<file path="config.mk">
export PLATFORM = sky130hd
export DESIGN_NAME = instr_issue_queue
export DESIGN_NICKNAME = d
export VERILOG_FILES = /design/src/rtl/instr_issue_queue.sv
export SDC_FILE = /design/constraint.sdc
export NUM_CORES = 1
export LEC_CHECK = 0
export CAP_MARGIN = 20
export CELL_PAD_IN_SITES_DETAIL_PLACEMENT = 1
export CELL_PAD_IN_SITES_GLOBAL_PLACEMENT = 1
export CORE_UTILIZATION = 40
export DETAILED_ROUTE_END_ITERATION = 6
export PLACE_DENSITY = 0.76
export SETUP_SLACK_MARGIN = 0.3
export SLEW_MARGIN = 20
export SYNTH_ARGS = -nofsm -noshare
export SYNTH_HDL_FRONTEND = slang
export SYNTH_SLANG_ARGS = --single-unit
</file>
<file path="constraint.sdc">
create_clock -name clk -period 4.2 [get_ports clk]
set_input_delay 1.26 -clock clk [delete_from_list [all_inputs] [get_ports clk]]
set_output_delay 1.26 -clock clk [all_outputs]
set_load 0.1 [all_outputs]
</file>
<file path="src/rtl/instr_issue_queue.sv">
// Instruction buffer and in-order issue stage in front of a three-stage,
// forwarding-free execute pipeline. Instructions sit in a circular FIFO and are
// issued one per cycle. A three-deep in-flight scoreboard tracks the
// destination registers of recently issued instructions, and a bubble is
// inserted while the head instruction reads one of those registers.
//
//   state | meaning
//   IDLE  | no issue; outputs held at zero, loads still accepted
//   RUN   | issue the head each cycle unless the FIFO is empty or it hazards
module instr_issue_queue #(
  parameter int DEPTH = 8,
  parameter int PTR_W = 3
) (
  input  logic             clk,
  input  logic             rst,
  input  logic             load_valid,
  input  logic [31:0]      load_instr,
  output logic             load_ready,
  input  logic             start,
  input  logic             halt,
  output logic [31:0]      InstrOut,
  output logic             IssueEnable,
  output logic [PTR_W:0]   count,
  output logic             busy
);

  typedef enum logic {
    IDLE = 1'b0,
    RUN  = 1'b1
  } state_e;

  localparam logic [PTR_W:0]   FULL_CNT = (PTR_W + 1)'(DEPTH);
  localparam logic [PTR_W:0]   CNT_ONE  = (PTR_W + 1)'(1);
  localparam logic [PTR_W-1:0] PTR_ONE  = PTR_W'(1);

  state_e           state_q;
  logic [31:0]      mem_q [DEPTH];
  logic [PTR_W-1:0] wr_ptr_q;
  logic [PTR_W-1:0] rd_ptr_q;
  logic [PTR_W:0]   count_q;
  logic [2:0]       sb_v_q;
  logic [4:0]       sb_rd_q [3];
  logic [31:0]      instr_q;
  logic             issue_en_q;

  logic             full;
  logic             empty;
  logic             do_enq;
  logic             do_deq;
  logic             hazard;
  logic [4:0]       head_rd;
  logic [4:0]       head_rs1;
  logic [4:0]       head_rs2;
  logic             head_imm;

  assign full     = (count_q == FULL_CNT);
  assign empty    = (count_q == '0);
  assign head_rd  = mem_q[rd_ptr_q][25:21];
  assign head_rs1 = mem_q[rd_ptr_q][20:16];
  assign head_rs2 = mem_q[rd_ptr_q][15:11];
  assign head_imm = mem_q[rd_ptr_q][26];

  // A full FIFO refuses loads even if the head leaves in the same cycle.
  assign do_enq = load_valid && !full;
  assign do_deq = (state_q == RUN) && !halt && !empty && !hazard;

  // RAW check of the head against every live in-flight destination; r0 never hazards.
  always_comb begin
    hazard = 1'b0;
    for (int i = 0; i < 3; i++) begin
      if (sb_v_q[i] && (sb_rd_q[i] != 5'd0)) begin
        if (sb_rd_q[i] == head_rs1) hazard = 1'b1;
        if (!head_imm && (sb_rd_q[i] == head_rs2)) hazard = 1'b1;
      end
    end
  end

  // FIFO storage; contents need no reset since occupancy gates every read.
  always_ff @(posedge clk) begin
    if (do_enq) mem_q[wr_ptr_q] <= load_instr;
  end

  // FIFO pointers and occupancy.
  always_ff @(posedge clk or negedge rst) begin
    if (!rst) begin
      wr_ptr_q <= '0;
      rd_ptr_q <= '0;
      count_q  <= '0;
    end else begin
      if (do_enq) wr_ptr_q <= wr_ptr_q + PTR_ONE;
      if (do_deq) rd_ptr_q <= rd_ptr_q + PTR_ONE;
      case ({do_enq, do_deq})
        2'b10:   count_q <= count_q + CNT_ONE;
        2'b01:   count_q <= count_q - CNT_ONE;
        default: count_q <= count_q;
      endcase
    end
  end

  // In-flight scoreboard shifts every cycle; bubbles and idle cycles shift in v=0.
  always_ff @(posedge clk or negedge rst) begin
    if (!rst) begin
      sb_v_q  <= '0;
      sb_rd_q <= '{default: '0};
    end else begin
      sb_v_q     <= {sb_v_q[1:0], do_deq};
      sb_rd_q[0] <= do_deq ? head_rd : 5'd0;
      sb_rd_q[1] <= sb_rd_q[0];
      sb_rd_q[2] <= sb_rd_q[1];
    end
  end

  // Control FSM with registered issue outputs; halt beats start in IDLE.
  always_ff @(posedge clk or negedge rst) begin
    if (!rst) begin
      state_q    <= IDLE;
      instr_q    <= '0;
      issue_en_q <= 1'b0;
    end else begin
      issue_en_q <= do_deq;
      instr_q    <= do_deq ? mem_q[rd_ptr_q] : 32'd0;
      case (state_q)
        IDLE:    if (start && !halt) state_q <= RUN;
        RUN:     if (halt) state_q <= IDLE;
        default: state_q <= IDLE;
      endcase
    end
  end

  assign load_ready  = !full;
  assign count       = count_q;
  assign busy        = (state_q == RUN);
  assign InstrOut    = instr_q;
  assign IssueEnable = issue_en_q;

endmodule

</file>
==> summary.md, run 1 <==
| Metric | Value |
|---|---|
| Run status | completed |
| Area Growth Syn to Fin | 20.6% |
| Detailed-routing iteration count for the pre-antenna-repair pass | 5 |
| RSZ-0062 raised after global routing | false |
| Post-synth top area share | 64.0% |
| Critical path class | reg -> out |
| Via density | roughly 5.3 |
| CTS root buffer | clkbuf_16 |
| P_int | 6980 uW |
| Seq/Total Area, Yosys | 75.7% |
| Reg2Reg Depth | 15 |
| Fillers | 2682 |
| CP endpoint kind | output pin |
| Post-DRT Antenna Nets | 0 |
| Met2 usage | 30.3% |
| Logic pwr share | 33.3% |
| GRT Overall Usage | 17.3% |
| Max VDD drop | ~450 uV |
| Final Slew Violations | 0 |
| Mapped Nets | just over 600 |
| Util after Layout | 49.0% |
| Clk buf depth | 3 |
| Worst-margin pin slew | just over 1 ns |
| R2r endpoint | count[3] |
| Worst min-delay path class | reg -> reg |
| Maximum number of pins on one net before global-route repair | 39 |
| # clock sinks | 312 |
| Cts hold-fix bufs | 0 |
| Die X-Extent | 175 um |
| Num CTS Buffers | 31 |
| WL per Instance | 23.7 um |
| Area of the multi-input gates | 2830 sq um |
| Most common cell in the netlist | edfxtp_1 |
| Crit-path max FO | 7 |
| Initial antenna violation count | 1 |
| Crit path time final | 3.78 ns |
| Psw | 3520 uW |
| Mapped cell area | 12000 sq um |
| CTS tree | built |
| Initial drt markers | 403 |
| Post-DP HPWL | 15100 um |
| Worst EP required | ~2.9 ns |
| Crit path cell chain | nor3_1 > nand2_1 > clkdlybuf4s50_1 |
| Hold Path Origin | sb_v_q[1] |
| Top cells by count, synth | edfxtp_1 (256), mux4_2 (64), dfrtp_1 (56) |
| Post-Route WL | ~26000 um |
| Synth Flop Type | edfxtp_1 |
| CP startpoint kind | flip-flop |
| Clock network fraction of design power | 26.8% |
| H-tree levels | 1 |
| Gr busiest metal | met2 |
| Routing usage on met1 | 22.5% |
| Hold Worst Slack | a little over 0.4 ns |
| Synth area leader | edfxtp_1 |
| Power Total | 10500 uW |
| Synth unique cells | 36 |
| Syn avg cell area | ~21 sq um |
| Met3 Resource Use GR | 3.23% |
| Die Height | between 150 and 200 um |
| Post-route cell area | 14500 sq um |
| Storage cell area | 9100 sq um |
| Final nets | 722 |
| Vias in the first global route | 6355 |
| Hold path depth | 0 |
| Reg2reg start | rd_ptr_q[0] |
| Async set-reset flop share out of synthesis | 17.9% |
| R2R setup slack | 0.48 ns |
| Hold Path End | sb_v_q[2] |
| Layout Cells excl Fill | 1095 |
| Max incr delay on CP | 1.16 ns |
| Gr ovfl total | 0 |
| PortBufs | 75 |
| YS warnings | 0 |
| PD cells | just over 700 nW/um^2 |
| Die area | a little over 30000 sq um |
| EDFF count, synth | roughly 260 |
| Synth area leaders | edfxtp_1 (64%), mux4_2 (12%), dfrtp_1 (12%), xor2_1 (2.0%), mux2i_1 (1.8%) |
| Latest clock arrival within the worst-skew pair | approximately 0.58 ns |
| Boundary pin count | 76 |
| FMAX | 0.264 GHz |
| Layout cells sized above 1 | 25.2% |
| Worst Clk Skew | roughly 0.018 ns |
| Final setup fails | 0 |
| Number of cell rows | between 60 and 70 |
| Initial core utilization | 40.6% |
| Synthesized flop and latch total | 312 |
| N_diodes | 0 |
| Drt drc | 0 |
| Via count | between 5000 and 6000 |
| First-pass GRT wire length | 39100 um |
| Syn Inst Count | 568 |
| Placement Cell Area | 13300 sq um |
| Slowest CP cell | clkdlybuf4s50_1 |
| Crit path arrival time | 2.52 ns |
| Post-Place Cells | just over 1000 |
| Fin crit share | 90.0% |
| Leakage | 0.00499 uW |
| CORE AREA | 29600 sq um |
| Sequential share of power | 39.9% |
| Sw Share | 33.5% |
| Worst slew margin | 32.7% |
| Clock-pin slew on the worst setup and hold paths | around 0.06 ns |
| RD Place Congestion | approximately 0.86 |
| Max-cap viol count | 0 |
| Final Hold Viols | 0 |
worst max-delay path: cells and delay by family, from the launching register on:
kind                   cells  cell delay, ns
buffers and inverters      1            1.16
DFF                        1            0.49
and+or+nand+nor            2            0.30
power by group through the flow:
stage	registers [uW]	logic (uW)	clock network (uW)
2_1_floorplan	4580	2150	0
3_3_place_gp	4260	3250	0
3_5_place_dp	4310	3350	0
4_1_cts	4230	3440	2870
5_1_grt	4240	3710	2970
6_report	4190	3490	2810
metal layers:
metal / share of wire (%) / routed length, um / vias to the layer above
li1: - / - / 2482
met1: 41 / 10700 / 3039
met2: 51 / 13300 / 186
met3: 5.4 / 1410 / 48
met4: 2.1 / 534 / 2
met5: 0.054 / 14 / -
final cells by class:
class	instances	share of cell area, %
Sequential cell	312	62.8
Inverter	2	0.0518
Clock buffer	43	5.81
Multi-Input combinational cell	227	19.6
Tap cell	390	3.37
Timing Repair Buffer	106	6.99
Clock inverter	15	1.38
how the worst max path moves through the flow:
| stage | cells past startpoint | endpoint | slack (ns) | startpoint |
|---|---|---|---|---|
| global route | 17 | count[3] | 0.29 | rd_ptr_q[0] |
| detailed placement | 15 | count[2] | 0.32 | rd_ptr_q[0] |
| finish | 3 | load_ready | 0.42 | count[1] |
| CTS | 15 | count[3] | 0.35 | rd_ptr_q[1] |
| floorplan | 5 | mem_q[2][0] | -0.14 | count[1] |
| global placement | 15 | count[2] | 0.54 | rd_ptr_q[0] |
metrics by stage:
step,setup TNS (ns),worst slack [ns]
global placement,0,0.543
detailed placement,0,0.318
global route,0,0.287
CTS,0,0.353
finish,0,0.418
floorplan,-14.23,-0.138
placed cells by master (no fill, tap or decap), drive strengths merged, types with 4 or more instances in the layout:
cell type and instances:
edfxtp 256, clkdlybuf4s50 71, mux4 64, dfrtp 56, clkbuf 43, nor2 41
buf 35, mux2i 31, xor2 27, xnor2 11, nand2 7, clkinv 7
nand4 6, nor3 6, ha 5, mux2 5, o21ai 4, bufinv 4
or4 4, inv 4
cells by family after synthesis:
kind of cell             count (synthesis)  share of synthesized area (%)
flip-flops                             312                           75.7
XOR/XNOR                                38                           2.77
multiplexers                           100                           16.0
adder cells (fa/ha/maj)                  5                          0.521
AO/OA/AOI/OAI                            8                          0.396
buffers and inverters                   29                           1.48
AND/OR/NAND/NOR                         76                           3.11
flip-flops by register name (all words and copies together) (netlist names):
name,count
wr_ptr_q,3
count,4
sb_v_q,3
busy,1
sb_rd_q,10
InstrOut,32
mem_q,256
rd_ptr_q,3
what timing repair did:
action / in CTS / in global routing
resized for setup: 0 / 6
pin swaps: 0 / 3
setup endpoints to repair: 2 / 2
setup buffers: 3 / 7
Note: power is estimated with default switching activity, not from simulation.
==> run 2, diff against run 1 <==
CTS_BUF_LIST = sky130_fd_sc_hd__clkbuf_8   (was unset)
SKIP_CTS_REPAIR_TIMING = 1   (was unset)
==> run 2 against run 1 <==
Effect of this change: via count grew 0.69%; critical path depth is the same; final cell count grew 2.8%; maximum frequency about the same; final area shrank 0.16%; worst setup slack gained 0.0014 ns; register-to-register slack got worse by 0.03 ns; wire length grew 1.0%; utilization down 0.080 points; critical path type unchanged; largest cell class unchanged.
==> summary.md, run 2 (synthesized netlist as in run 1, its figures left out) <==
| Metric | Value |
|---|---|
| Gr ovfl total | 0 |
| Worst EP required | 2.94 ns |
| Critical path class | reg -> out |
| Leading cell type in the layout, fill and taps excluded | edfxtp_1 |
| Hold Path Origin | sb_v_q[0] |
| CTS root buffer | clkbuf_8 |
| Most frequent cells in the layout | edfxtp_1 (256), clkdlybuf4s50_1 (71), mux4_2 (64), clkbuf_8 (58), dfrtp_1 (53) |
| Clk buf depth | 3 |
| Vias in the first global route | 6532 |
| # clock sinks | 312 |
| Logic pwr share | 34.0% |
| Max reg flops | 256 |
| Sw Share | 34.2% |
| Leakage | 0.00507 uW |
| Post-Place Cells | 1027 |
| Via density | a little over 5 |
| Final nets | 741 |
| Final Slew Violations | 0 |
| Slowest CP cell | clkdlybuf4s50_1 |
| Post-DRT Antenna Nets | 0 |
| Worst Clk Skew | 0.0343 ns |
| Latest clock arrival within the worst-skew pair | 0.58 ns |
| Crit path cell chain | nor3_1 > nand2_1 > clkdlybuf4s50_1 |
| Max incr delay on CP | between 1 and 1.5 ns |
| CP Buf/Inv Count | 1 |
| P_int | 6780 uW |
| Layout Cells excl Fill | 1126 |
| Final Hold Viols | 0 |
| N_diodes | 0 |
| R2R setup slack | 0.45 ns |
| Worst min-delay path class | reg -> reg |
| CTS tree | built |
| Layout cells sized above 1 | 27.4% |
| GRT Overall Usage | 17.5% |
| Largest register by flop count | mem_q |
| WL per Instance | 23.3 um |
| PortBufs | 75 |
| Die X-Extent | 175 um |
| FMAX | roughly 0.26 GHz |
| Sequential share of power | 40.6% |
| Drt drc | 0 |
| Maximum number of pins on one net before global-route repair | 39 |
| Max-cap viol count | 0 |
| CP startpoint kind | flip-flop |
| Die area | 30700 sq um |
| Initial drt markers | 370 |
| Power Total | between 10000 and 15000 uW |
| Area Growth Syn to Fin | 20.4% |
| Initial antenna violation count | 1 |
| RD Place Congestion | 0.865 |
| H-tree levels | 2 |
| Die Height | 175 um |
| First-pass GRT wire length | 39600 um |
| Clock-pin slew on the worst setup and hold paths | 0.06 ns |
| PD cells | 713 nW/um^2 |
| Hold path depth | 0 |
| Initial core utilization | between 40% and 50% |
| Final setup fails | 0 |
| Worst-margin pin slew | 1.01 ns |
| Clock network fraction of design power | 25.4% |
| Run status | completed |
| Crit-path leading delay family | buffers and inverters |
| Boundary pin count | 76 |
| Worst slew margin | 32.8% |
| Detailed-routing iteration count for the pre-antenna-repair pass | 5 |
| CORE AREA | 29600 sq um |
| Psw | approximately 3500 uW |
| Fin crit share | approximately nine tenths |
| Reg2reg start | rd_ptr_q[0] |
| Post-Route WL | 26200 um |
| CP endpoint kind | output pin |
| Num CTS Buffers | 47 |
| Crit path time final | about 3.8 ns |
| Number of cell rows | 63 |
| Reg2Reg Depth | 17 |
| Post-DP HPWL | 15100 um |
| Max VDD drop | between 300 and 400 uV |
| RSZ-0062 raised after global routing | true |
| Crit path arrival time | approximately 2.5 ns |
| Hold Path End | sb_v_q[1] |
| Via count | between 5000 and 6000 |
| R2r endpoint | count[3] |
| Crit-path max FO | 7 |
run 2: cell count changes in the layout (fill, tap and decap cells not counted), moves of 2 or more:
cell and delta:
nor3_1 +2, nor3_2 -2, inv_1 +16, clkbuf_16 -31, clkbuf_1 -10, buf_4 +3, clkinvlp_4 -2, clkbuf_8 +56
run 2: area by class of cell:
| cell class | count | area [sq um] |
|---|---|---|
| Fill cell | 2729 | 15100 |
| Sequential cell | 312 | 9100 |
| Multi-Input combinational cell | 227 | 2830 |
| Timing Repair Buffer | 109 | 1030 |
| Clock buffer | 58 | 798 |
| Tap cell | 390 | 488 |
| Clock inverter | 28 | 210 |
| Inverter | 2 | 7.51 |
run 2: power groups by stage:
stage / clock network (uW) / logic [uW] / registers (uW)
final: 2620 / 3510 / 4190
after global routing: 2800 / 3720 / 4240
after CTS: 2680 / 3370 / 4250
after detailed placement: 0 / 3350 / 4310
after global placement: 0 / 3250 / 4260
after floorplan: 0 / 2150 / 4580
run 2: stage by stage:
| stage | setup WS (ns) | setup TNS (ns) | instance area [sq um] | utilization [%] | hold WS, ns |
|---|---|---|---|---|---|
| after floorplan | -0.138 | -14.23 | 12000 | - | 0.348 |
| after global placement | 0.543 | 0 | 13300 | 45.1 | 0.372 |
| after detailed placement | 0.318 | 0 | 13300 | 45.1 | 0.388 |
| after CTS | 0.297 | 0 | 14300 | 48.5 | 0.432 |
| after global routing | 0.212 | 0 | 14500 | 48.9 | 0.434 |
| final | 0.419 | 0 | 14500 | 48.9 | 0.425 |
run 2: routing by layer:
metal	part of all wire [%]	vias to the layer above	routed length (um)	track usage (%)
met5	0.050	-	13	0
met4	1.9	2	508	5.04
met3	6.4	49	1670	4.03
met2	51	183	13400	30.2
met1	41	3040	10600	22.3
li1	-	2523	-	-
run 2: how the worst max path moves through the flow:
stage | start | to | cells after the start
2_1_floorplan | count[1] | mem_q[2][0] | 5
3_3_place_gp | rd_ptr_q[0] | count[2] | 15
3_5_place_dp | rd_ptr_q[0] | count[2] | 15
4_1_cts | rd_ptr_q[0] | count[2] | 15
5_1_grt | rd_ptr_q[0] | count[3] | 17
6_report | count[1] | load_ready | 3
==> RTL change, RTL diff (settings of run 2) <==
One comparison of `count_q` changes from == to >=.
--- a/src/rtl/instr_issue_queue.sv
+++ b/src/rtl/instr_issue_queue.sv
@@ -54,5 +54,5 @@
   logic             head_imm;
 
-  assign full     = (count_q == FULL_CNT);
+  assign full     = (count_q >= FULL_CNT);
   assign empty    = (count_q == '0);
   assign head_rd  = mem_q[rd_ptr_q][25:21];
Behaviour: no difference found for any inputs over 4 cycles, from zero or initial values and one cycle with rst low; that may be too few to reach the edited logic, so the function may still have changed.
==> RTL change against run 2 <==
  * Clock skew about the same
  * Combinational power down 6.6%
  * Power down 5.5%
  * Synthesized area up 0.51%
  * Register-to-register slack better by 0.08 ns
  * Wire length up 1.6%
  * Setup slack better by 0.11 ns
  * Non-clock buffer count down 6
  * Sequential power down 4%
  * Design area up 0.13%
  * Critical path depth up 14
  * Sequential cell count unchanged
  * Global-route usage up 0.38 points
==> RTL change: results (changes against run 2) <==
[power]
ir_drop_mv = 0.403  ; +9.1%
power.leakage_nw = 5.01  ; -1.2%

[routing]
drt_iter0_markers = 355  ; -4.1%
dr.pass1.iters = 4  ; -1
post_drt_wl_per_cell_um = 23.7  ; +1.8%
vias = 5863  ; +1.1%

[sta]
clock_skew_ns = 0.0344  ; +0.0000861 ns
hold_ws_ns = 0.433  ; +0.00808 ns
tightest_slew_ns = 0.992  ; -0.0129 ns

[clocking]
cts_buffers = 49  ; +4.3%

[global_routing]
grt_pass1_wl_mm = 40.5  ; +2.2%
grt_usage = 0.179  ; +0.00383

[setup_path]
reg2reg_to = count[2]$_DFFE_PN0P_
crit_type = register to register
crit_path_start = rd_ptr_q[0]$_DFFE_PN0P_

[placed_design]
dpl.hpwl_mm = 15.7  ; +3.7%
gp_congestion = 0.905  ; +4.6%
dpl.cell_count = 1029  ; +0.19%
post_dp_cell_area_um2 = 13400  ; +0.87%

[synthesis]
netlist_instances = 571  ; +0.53%
syn_nets = 613  ; +0.49%
netlist_top_cells_count = edfxtp_1, mux4_2, dfrtp_1, nor2_1, mux2i_1
yosysSeqAreaShare = 0.753  ; -0.00385

[final_layout]
drive_gt1_frac = 0.282  ; +0.00794
finalNetCount = 739  ; -0.27%

[status]
outcome = complete, no violations

-- RTL change: changes by cell type in the layout (fill, tap and decap cells not counted), sizes merged, moves of 2 or more --
cell and change:
a21oi +2, buf -5, bufinv -2, clkinv +4, mux2 -2, nand4 -4
nor2b +2, nor3 -2, nor4 +2, o211ai +2, o21ai -3, xnor2 +7
xor2 -5
-- RTL change: cell type report --
class                   instances  area share
repair buffers                103      0.0733
well taps                     390      0.0337
inverters                       4     0.00130
multi-input cells             227       0.197
flip-flops and latches        312       0.629
diodes                          1    0.000173
clock inverters                30      0.0114
clock buffers                  57      0.0542
-- RTL change: routing by layer --
layer | GRT usage | vias to the layer above | share of wire
met4 | 0.0576 | 0 | 0.021
met5 | 0 | - | 0
met2 | 0.310 | 195 | 0.52
li1 | - | 2523 | -
met3 | 0.0390 | 49 | 0.054
met1 | 0.224 | 3096 | 0.41
-- RTL change: kinds of logic after synthesis --
group,Yosys count,share of synthesized area
DFF,312,0.753
and+or+nand+nor,74,0.0326
muxes,98,0.156
buffers and inverters,32,0.0172
adders and majority gates,5,0.00518
xor gates and xnor gates,40,0.0290
AOI/OAI and AO/OA,10,0.00705
-- RTL change: power by group through the flow --
stage,logic [mW],registers (mW),clock network (mW)
finish,3.28,4.02,2.45
global route,3.48,4.06,2.64
CTS,3.16,4.10,2.52
detailed placement,3.15,4.16,0
global placement,3.06,4.11,0
floorplan,2.07,4.39,0
-- RTL change: critical path: stages (launching register included) --
cell	delay (ns)
dfrtp_4	0.50
buf_4	0.20
buf_4	0.13
mux4_2	0.52
a21oi_4	0.26
xnor2_1	0.17
nor4_2	0.09
nor4_2	0.28
buf_4	0.17
nand3_4	0.07
inv_2	0.08
ha_2	0.25
xor2_1	0.10
ha_1	0.19
a21oi_1	0.15
xor2_1	0.16
nor2_1	0.06
xor2_1	0.15
